===== config.mk =====
export PLATFORM = sky130hd
export DESIGN_NAME = mmap_copy_engine
export DESIGN_NICKNAME = d
export VERILOG_FILES = /design/src/rtl/mmap_copy_engine.sv
export SDC_FILE = /design/constraint.sdc
export NUM_CORES = 1
export LEC_CHECK = 0
export ABC_CLOCK_PERIOD_IN_PS = 6000
export CORE_ASPECT_RATIO = 0.6
export CORE_MARGIN = 3
export CORE_UTILIZATION = 54
export DETAILED_ROUTE_END_ITERATION = 8
export PLACE_DENSITY_LB_ADDON = 0.25
export REMOVE_ABC_BUFFERS = 1
export SYNTH_ARGS = -nofsm -noshare
export SYNTH_HDL_FRONTEND = slang
export SYNTH_SLANG_ARGS = --single-unit
export TNS_END_PERCENT = 30

===== constraint.sdc =====
create_clock -name i_clk -period 6 [get_ports i_clk]
set_clock_uncertainty 0.15 [all_clocks]
set_input_delay 1.2 -clock i_clk [delete_from_list [all_inputs] [get_ports i_clk]]
set_output_delay 1.2 -clock i_clk [all_outputs]
set_load 0.01 [all_outputs]

===== src/rtl/mmap_copy_engine.sv =====
// mmap_copy_engine
//   Polled memory-mapped block-copy engine. It keeps reading a control word from the
//   source RAM. When the start bit is seen, it copies LEN payload words to the
//   destination RAM. It then writes a status word and waits for software to clear
//   start before it re-arms.
//
//   Optional feature: define MMAP_CSUM_EN to add an XOR checksum of the copied words.
//   The checksum is written at STAT_ADDR-1 in one extra cycle after the status write.
//
// Ports
//   i_clk    clock, rising edge
//   i_rst    asynchronous reset, active-high
//   o_addr0  source RAM read address
//   i_data   source RAM read data, valid RD_LAT cycles after o_addr0
//   o_addr1  destination RAM write address (holds when o_we=0)
//   o_we     destination write enable
//   o_data   destination write data (holds when o_we=0)
//   o_busy   high from start acceptance until the status (and checksum) write
//   o_done   one-cycle pulse together with the status write
//
// State table
//   POLL     | read the control word, wait RD_LAT settle cycles, then accept start
//   COPY     | issue one payload read per cycle, i = 0..LEN-1
//   DRAIN    | let the in-flight reads come back and get written
//   STATUS   | status word on the write port, o_done pulse
//   CSUM     | checksum word on the write port (MMAP_CSUM_EN only)
//   WAIT_CLR | read the control word until software clears start

module mmap_copy_engine #(
   parameter int ADDR_W    = 10,
   parameter int DATA_W    = 32,
   parameter int LEN_W     = 8,
   parameter int RD_LAT    = 1,
   parameter int CTRL_ADDR = 0,
   parameter int DST_BASE  = 0,
   parameter int STAT_ADDR = 1023
) (
   input  logic              i_clk,
   input  logic              i_rst,
   output logic [ADDR_W-1:0] o_addr0,
   input  logic [DATA_W-1:0] i_data,
   output logic [ADDR_W-1:0] o_addr1,
   output logic              o_we,
   output logic [DATA_W-1:0] o_data,
   output logic              o_busy,
   output logic              o_done
);

   localparam logic [2:0] S_POLL     = 3'd0;
   localparam logic [2:0] S_COPY     = 3'd1;
   localparam logic [2:0] S_DRAIN    = 3'd2;
   localparam logic [2:0] S_STATUS   = 3'd3;
   localparam logic [2:0] S_WAIT_CLR = 3'd4;
   localparam logic [2:0] S_CSUM     = 3'd5;

   logic [2:0]       state;
   logic [LEN_W-1:0] len_q;
   logic [LEN_W-1:0] rd_idx;
   logic [LEN_W-1:0] wr_cnt;
   logic [2:0]       settle_cnt;

   // Valid/index tags that travel alongside the RAM read latency.
   logic             pipe_v   [RD_LAT];
   logic [LEN_W-1:0] pipe_idx [RD_LAT];
   logic             pipe_busy;

`ifdef MMAP_CSUM_EN
   logic [DATA_W-1:0] csum;
`endif

   logic             settled;
   logic [LEN_W-1:0] len_in;
   logic             tap_v;
   logic [LEN_W-1:0] tap_idx;

   assign settled = (settle_cnt == 3'(RD_LAT));
   assign len_in  = i_data[8 +: LEN_W];
   assign tap_v   = pipe_v[RD_LAT-1];
   assign tap_idx = pipe_idx[RD_LAT-1];

   always_comb begin
      pipe_busy = 1'b0;
      for (int k = 0; k < RD_LAT; k++)
         pipe_busy = pipe_busy | pipe_v[k];
   end

   // Payload reads only in COPY; the control word is addressed otherwise, so it is
   // already settled by the time WAIT_CLR starts sampling.
   assign o_addr0 = (state == S_COPY) ? ADDR_W'(CTRL_ADDR + 1 + 32'(rd_idx))
                                      : ADDR_W'(CTRL_ADDR);

   function automatic logic [DATA_W-1:0] status_word(input logic [LEN_W-1:0] cnt);
      logic [DATA_W-1:0] w;
      w             = '0;
      w[8 +: LEN_W] = cnt;
      w[0]          = 1'b1;
      return w;
   endfunction

   always_ff @(posedge i_clk or posedge i_rst) begin
      if (i_rst) begin
         state      <= S_POLL;
         len_q      <= '0;
         rd_idx     <= '0;
         wr_cnt     <= '0;
         settle_cnt <= '0;
         o_addr1    <= '0;
         o_we       <= 1'b0;
         o_data     <= '0;
         o_busy     <= 1'b0;
         o_done     <= 1'b0;
         for (int k = 0; k < RD_LAT; k++) begin
            pipe_v[k]   <= 1'b0;
            pipe_idx[k] <= '0;
         end
`ifdef MMAP_CSUM_EN
         csum       <= '0;
`endif
      end else begin
         pipe_v[0]   <= (state == S_COPY);
         pipe_idx[0] <= rd_idx;
         for (int k = 1; k < RD_LAT; k++) begin
            pipe_v[k]   <= pipe_v[k-1];
            pipe_idx[k] <= pipe_idx[k-1];
         end

         o_we   <= 1'b0;
         o_done <= 1'b0;

         // Returned payload word: registered straight onto the write port.
         if (tap_v) begin
            o_we    <= 1'b1;
            o_addr1 <= ADDR_W'(DST_BASE + 32'(tap_idx));
            o_data  <= i_data;
            wr_cnt  <= wr_cnt + LEN_W'(1);
`ifdef MMAP_CSUM_EN
            csum    <= csum ^ i_data;
`endif
         end

         case (state)
            S_POLL: begin
               if (!settled) begin
                  settle_cnt <= settle_cnt + 3'd1;
               end else if (i_data[0]) begin
                  len_q  <= len_in;
                  rd_idx <= '0;
                  wr_cnt <= '0;
                  o_busy <= 1'b1;
`ifdef MMAP_CSUM_EN
                  csum   <= '0;
`endif
                  if (len_in == '0) begin
                     state   <= S_STATUS;
                     o_we    <= 1'b1;
                     o_addr1 <= ADDR_W'(STAT_ADDR);
                     o_data  <= status_word('0);
                     o_done  <= 1'b1;
                  end else begin
                     state <= S_COPY;
                  end
               end
            end
            S_COPY: begin
               rd_idx <= rd_idx + LEN_W'(1);
               if (rd_idx == len_q - LEN_W'(1))
                  state <= S_DRAIN;
            end
            S_DRAIN: begin
               // The pipe is empty in the cycle the last data word is on the port,
               // so the status lands exactly one cycle after it.
               if (!pipe_busy) begin
                  state   <= S_STATUS;
                  o_we    <= 1'b1;
                  o_addr1 <= ADDR_W'(STAT_ADDR);
                  o_data  <= status_word(wr_cnt);
                  o_done  <= 1'b1;
               end
            end
            S_STATUS: begin
               settle_cnt <= '0;
`ifdef MMAP_CSUM_EN
               state      <= S_CSUM;
               o_we       <= 1'b1;
               o_addr1    <= ADDR_W'(STAT_ADDR - 1);
               o_data     <= csum;
`else
               state      <= S_WAIT_CLR;
               o_busy     <= 1'b0;
`endif
            end
            S_CSUM: begin
               state      <= S_WAIT_CLR;
               o_busy     <= 1'b0;
               settle_cnt <= '0;
            end
            S_WAIT_CLR: begin
               if (!settled) begin
                  settle_cnt <= settle_cnt + 3'd1;
               end else if (!i_data[0]) begin
                  state      <= S_POLL;
                  settle_cnt <= '0;
               end
            end
            default: state <= S_POLL;
         endcase
      end
   end

endmodule


Word-level counts from Yosys, hierarchy flattened
Index checks and enable logic that the tools add are counted.
{ "classes": {"mux": 45, "n_reduce_logical": 11, "n_eq_ne": 15, "addsub": 5} }
{ "op_table": {"columns": ["cell", "n"], "rows": [
  ["$mux W32", 5],
  ["$pmux W32 S2", 1],
  ["$mux W10", 5],
  ["$mux W8", 6],
  ["$mux W3", 8],
  ["$pmux W10 S2", 1],
  ["$add A8 B1 Y8 const B", 2],
  ["$pmux W8 S2", 1],
  ["$pmux W3 S5", 1],
  ["$ne A2 B2 Y1 const B", 6],
  ["$reduce_and A3 Y1", 4],
  ["$mux W1", 11],
  ["$add A1 B8 Y9 const A", 1],
  ["$mux W9", 1],
  ["$pmux W3 S3", 1],
  ["$eq A8 B8 Y1", 1],
  ["$logic_not A8 Y1", 1],
  ["$sub A8 B1 Y8 const B", 1],
  ["$eq A3 B1 Y1 const B", 2],
  ["$eq A3 B2 Y1 const B", 2],
  ["$eq A3 B3 Y1 const B", 2],
  ["$pmux W1 S2", 3],
  ["$reduce_and A6 Y1", 1],
  ["$reduce_bool A2 Y1", 2],
  ["other kinds (7)", 7]
]} }
{ "totals": {"output_inout_bits": 55, "register_bits": 84} }

Longest topological paths before layout
Gate-level depths: netlist (run 1).
{ "depth": {"word_depth": 5, "mapped_depth": 8, "ltp_nobuf": 7} }

Worst setup path after synthesis (run 1)
No wires, ideal clock.
{ "synth_path": {"path_kind": "reg-to-output", "from": "register rd_idx[0]", "to": "output o_addr0[6]", "arrival_time_ps": 1415, "setup_slack_ps": 3235, "required_ps": 4650, "path_buffers": 0, "stages_incl_launch_ff": 5, "cell_sequence": "dfrtp_1 -> ha_1 -> nand3_1 -> or3_1 -> a21oi_1"} }
{ "synth_between": {"elab_chain_len": 2} }
{ "synth_rtl": {"columns": ["element", "line", "text"], "rows": [
  ["start: declaration", "58", "logic [LEN_W-1:0] rd_idx;"],
  ["start signal: assignment", "165", "rd_idx <= rd_idx + LEN_W'(1);"],
  ["$add A1 B8 Y9", "89", "assign o_addr0 = (state == S_COPY) ? ADDR_W'(CTRL_ADDR + 1 + 32'(rd_idx))"],
  ["$mux W9", "89", null],
  ["end: declaration", "40", "output logic [ADDR_W-1:0] o_addr0,"]
]} }
No other way between the ends.

Worst setup path after layout (run 1)
Same ends and word-level chain as after synthesis.

==> results.cfg, run 1 <==
[worst_setup_path]
cp.required_ps = 4650
cp_max_fo = 6
crit_arrival_ps = 2360
critPathKind = reg -> out
start_kind = register
cp-end-kind = primary output

[timing]
clock.fmax_ghz = 0.270
finalSetupTns_ps = 0
slew_viol_final = 0
relSlewSlack_pct = 42.3
hold_viol = 0
rsz0062_at_grt = no
layout_min_cycle_time_ps = 3710
tightest_slew_ps = 863
setup_viol = 0
fin_crit_sh_pct = 61.8

[logic_synthesis]
ys_ff_latch = 84
async_reset_ff_share_pct = 100
yosysTopAreaCell = dfrtp_1
synthFlopType = dfrtp_1
ys_warn_count = 0
avgSynthCellArea_um2 = 10.6
synth_cells = 365
yosysUniqueCellTypes = 48
synth.area.top_cells = dfrtp_1 (54%), mux2i_1 (6.5%), nor2_1 (4.6%)
ys_seq_area_share_pct = 54.4
synth_most_common_cell = dfrtp_1
synth_edf_count = 0
synth_area_um2 = 3860
synth_commonest_cells = dfrtp_1 (84), nor2_1 (47), mux2i_1 (25)
synth_top_area_share_pct = 54.4

[grt]
top_usage_layer = met2
antenna_found_initial = 0
use_met3_pct = 7.93
grt_pass1_wl_mm = 14.8
grt_pass1_vias = 2978
use_met1_pct = 32.8
overflow = 0
grt_max_degree = 55
global_route.usage.met2_pct = 34.9
grt_usage_pct = 23.2

[floorplanning]
core-area_um2 = 6790
die_w_um = 115
dieArea_um2 = 8240
pin_count = 89
rows = 23
die_h_um = 71.5
start_util_pct = 56.9

[pwr]
power.density_nw_per_um2 = 538
p_int_mw = 1.77
p_sw_uw = 948
ir_worst_vdd_uv = 337
p_leak_nw = 2.27
p_clk_share_pct = 20.6
switching_share_pct = 34.9
p_seq_share_pct = 37.5
p_comb_share_pct = 41.9

[route]
ant_nets = 0
drtIter0Drc = 173
via_per_inst = 5.47
first_pass_iters = 4
wl_mm = 8.81
wl_per_cell_um = 16.5
drc = 0
vias = 2919

[placed_design]
hpwlAfterDp_mm = 6.06
portBuffers = 87
gp_congestion = 0.895
place_inst = 519

[cells_and_area]
final.fill_count = 499
seqCellArea_um2 = 2100
layout.nets = 482
n_antenna_cell = 0
final_cell_count_no_fill = 534
multi_input_area_um2 = 1610
drive_above_1_share_pct = 8.72
area_growth_syn_to_layout_pct = 30.6

[clock_tree]
cts_hold_buf = 0
cts-resized-gates = 0
htreeDepth = 3
numCtsBuffers = 9
worstSkewPairLatency_ps = 340
clk_path_buf_depth = 2
root_buffer = clkbuf_16
cts_setup_buffers = 0
cts_sinks = 84
cts_tree = done
clkTransAtPathRegs_ps = 60

[status]
status = finished, final reports clean

[run]
maxCapViolCount = 0

[min_path]
hold_path_class = reg -> reg
==> layout make-up <==
class	instances	area share, %
clock buffer	14	5.43
inverter	8	0.620
multi-input combinational	250	31.8
sequential	84	41.7
tap	87	2.16
clock inverter	1	0.595
timing repair buffer	90	17.7
==> stage by stage <==
| step | utilization, % | power [mW] | hold WS, ps | instance area (um2) | setup WS [ps] |
|---|---|---|---|---|---|
| 2_1_floorplan | - | 1.64 | 277 | 3740 | 2480 |
| 3_3_place_gp | 69.8 | 2.12 | 293 | 4740 | 2700 |
| 3_5_place_dp | 69.8 | 2.16 | 314 | 4740 | 2630 |
| 4_1_cts | 74.3 | 2.74 | 331 | 5050 | 2300 |
| 5_1_grt | 74.3 | 2.90 | 341 | 5050 | 2150 |
| 6_report | 74.3 | 2.71 | 326 | 5050 | 2290 |
==> final timing paths <==
path / startpoint / end / slack, ps / depth (start not counted)
max: rd_idx[0] / o_addr0[6] / 2290 / 5
min: pipe_idx[7] / o_addr1[7] / 330 / 1
max reg2reg: state[1] / rd_idx[2] / 3750 / 6
min reg2reg: pipe_idx[7] / o_addr1[7] / 330 / 1
max in group asynchronous: i_rst / pipe_busy / 3540 / 3
min in group asynchronous: i_rst / o_data[12] / 1130 / 2
==> power groups by stage <==
stage | combinational (mW) | clock (mW) | sequential, mW
finish | 1.14 | 0.559 | 1.02
global route | 1.25 | 0.591 | 1.06
CTS | 1.15 | 0.570 | 1.02
detailed placement | 1.14 | 0 | 1.02
global placement | 1.11 | 0 | 1.01
floorplan | 0.543 | 0 | 1.10
==> sequential cells by signal, indices dropped and copies added (netlist names) <==
name / count
len_q: 8
o_addr1: 10
o_busy: 1
o_data: 32
o_done: 1
o_we: 1
pipe_busy: 1
pipe_idx: 8
rd_idx: 8
settle_cnt: 3
state: 3
wr_cnt: 8
==> kinds of logic after synthesis <==
group	after synthesis	share of synthesized area, %
buffers and inverters	31	4.08
XOR/XNOR	21	4.76
flip-flops	84	54.4
AND/OR/NAND/NOR	129	16.5
adder cells (fa/ha/maj)	5	1.62
AO/OA/AOI/OAI	63	10.4
multiplexers	31	8.22
other	1	0.0970
==> cell usage in the layout, fill, tap and decap left out, types with 2 or more instances in the layout <==
master / n
and2_1: 3
nand4_1: 5
o21ai_0: 22
nor3_1: 11
nand2_1: 23
a31oi_1: 3
a211o_1: 3
clkbuf_8: 3
a22oi_1: 7
dfrtp_1: 83
clkbuf_16: 9
clkdlybuf4s50_1: 87
and3_1: 8
or4_1: 2
nor2_1: 47
a21o_1: 7
a21oi_1: 6
nor2_2: 10
mux2_2: 6
buf_4: 3
xnor2_1: 9
nand3_1: 4
inv_1: 7
nor2b_1: 4
or3_1: 2
xor2_1: 12
clkbuf_1: 2
ha_1: 5
nand3b_1: 3
o21ai_1: 7
mux2i_1: 25
==> layer usage <==
layer	vias to the layer above	wire length [um]
met5	-	0
met4	0	78
met3	7	554
met2	91	3960
met1	1413	4220
li1	1408	-
==> worst max-delay path, stage by stage, from the launching register on <==
cell and delay, ps:
dfrtp_1 440, ha_1 260, nand3_1 180, or3_1 380
a21oi_1 190, clkdlybuf4s50_1 570
No activity file was read; power rests on OpenSTA's default activity.
==> inputs of run 2 (changes only) <==
Settings changed: ABC_CLOCK_PERIOD_IN_PS 6000 to 3030, CORE_UTILIZATION 54 to 45.
Clock period 6 ns to 3.03 ns, I/O delays scaled along.
==> results.cfg, run 2 (synthesized netlist as in run 1, its figures left out) <==
[grt]
top_usage_layer = met2
grt_pass1_wl_mm = 15.4
grt_usage_pct = 19.7
grt_pass1_vias = 2997
use_met1_pct = 27.8
grt_max_degree = 51
overflow = 0
antenna_found_initial = 0
use_met3_pct = 7.29
global_route.usage.met2_pct = 29.3

[worst_setup_path]
cp_max_fo = 11
critPathMaxStageDelay_ps = 550
critPathKind = reg -> out
crit_path_top_delay_cell = clkdlybuf4s50_1
crit_arrival_ps = 2130
cp.depth = 5
cp_top_family = buffers and inverters
critPathBufInv = 2
path_cells = nor2_1 -> nand2_1 -> buf_4 -> nor2_1 -> clkdlybuf4s50_1
critical_path.endpoint = o_addr0[5]
r2r_setup_slack_ps = 760
cp.required_ps = 2270
crit_start = state[1]
cp-end-kind = primary output
worst-r2r-cell-count = 7
start_kind = register
reg2reg_from = state[1]
timing.rr.end = rd_idx[2]
crit_top_cell = nor2_1

[clock_tree]
numCtsBuffers = 9
cts_hold_buf = 0
cts_sinks = 84
htreeDepth = 3
root_buffer = clkbuf_16
clkTransAtPathRegs_ps = 60
clk_path_buf_depth = 2
worstSkewPairLatency_ps = 340
cts_tree = done

[timing]
tightest_slew_ps = 879
clock.fmax_ghz = 0.347
fin_crit_sh_pct = 95.1
slew_viol_final = 0
setup_viol = 0
relSlewSlack_pct = 41.2
layout_min_cycle_time_ps = 2880
finalSetupTns_ps = 0
rsz0062_at_grt = no
setup_slack_ps = 147
hold_viol = 0

[floorplanning]
dieArea_um2 = 9770
rows = 25
die_h_um = 77.8
start_util_pct = 47.7
pin_count = 89
die_w_um = 126
core-area_um2 = 8100

[cells_and_area]
layout.nets = 484
final_cell_mix = clkdlybuf4s50_1 (86), dfrtp_1 (82), nor2_1 (47), mux2i_1 (25), nand2_1 (23)
final_cell_count_no_fill = 557
drive_above_1_share_pct = 10.0
seqCellArea_um2 = 2100
top_regs = o_data (32), o_addr1 (10)
largest_reg_flops = 32
n_antenna_cell = 0
area_growth_syn_to_layout_pct = 31.7
multi_input_area_um2 = 1610
final.fill_count = 656
layout_commonest_cell = clkdlybuf4s50_1
largest-register = o_data

[route]
ant_nets = 0
wl_mm = 8.96
drtIter0Drc = 168
drc = 0
wl_per_cell_um = 16.1
via_per_inst = 5.32
vias = 2962
first_pass_iters = 4

[pwr]
power.density_nw_per_um2 = 1060
ir_worst_vdd_uv = 572
p_leak_nw = 2.28

[placed_design]
place_inst = 542
post-place-ws_ps = 269
portBuffers = 87
hpwlAfterDp_mm = 6.33
gp_congestion = 0.821

[status]
status = finished, final reports clean

[min_path]
whs_path_depth = 1
hold_path_class = reg -> reg

[run]
maxCapViolCount = 0
==> run 2: area by class of cell <==
type	instances	share of cell area, %
tap	108	2.65
inverter	8	0.615
clock inverter	5	1.03
clock buffer	10	4.70
multi-input combinational	250	31.6
timing repair buffer	92	18.1
sequential	84	41.3
==> run 2: report_power, final <==
part           leakage [nW]  total, mW  internal (mW)  switching (mW)
Clock                 0.144       1.07          0.651           0.421
Combinational          1.09       2.22           1.19            1.03
Sequential             1.04       2.09           1.62           0.463
Total                  2.28       5.38           3.47            1.91
==> run 2: worst min-delay path by stage <==
stage          slack [ps]           to         from
3_3_place_gp          290  pipe_idx[1]    rd_idx[1]
5_1_grt               330   o_addr1[7]  pipe_idx[7]
4_1_cts               300   o_addr1[7]  pipe_idx[7]
2_1_floorplan         280  pipe_idx[1]    rd_idx[1]
6_report              310   o_addr1[7]  pipe_idx[7]
3_5_place_dp          300   o_addr1[7]  pipe_idx[7]
==> run 2: what timing repair did <==
action                                  in CTS  in global routing
resized for setup                            2                  1
setup buffers                                0                  0
endpoints found under the setup margin       1                  2
pin swaps                                    0                  0
==> run 2: routing by layer <==
layer	up-vias	routed length, um
met1	1438	4230
li1	1415	-
met2	102	3940
met4	0	73
met3	7	710
met5	-	0
==> run 2: metrics by stage <==
stage                     util (%)  power [mW]  hold slack, ps  instance area, um2
final                         62.8        5.38             305                5090
after global routing          62.8        5.77             332                5090
after CTS                     62.8        5.42             305                5090
after detailed placement      59.2        4.32             295                4800
after global placement        59.2        4.24             289                4800
after floorplan                  -        3.25             277                3740
==> inputs of run 3 (changes only) <==
Settings changed: SLEW_MARGIN set to 10.
==> results of run 3 <==
No change in the layout: final DEF, timing and power equal those of run 2.
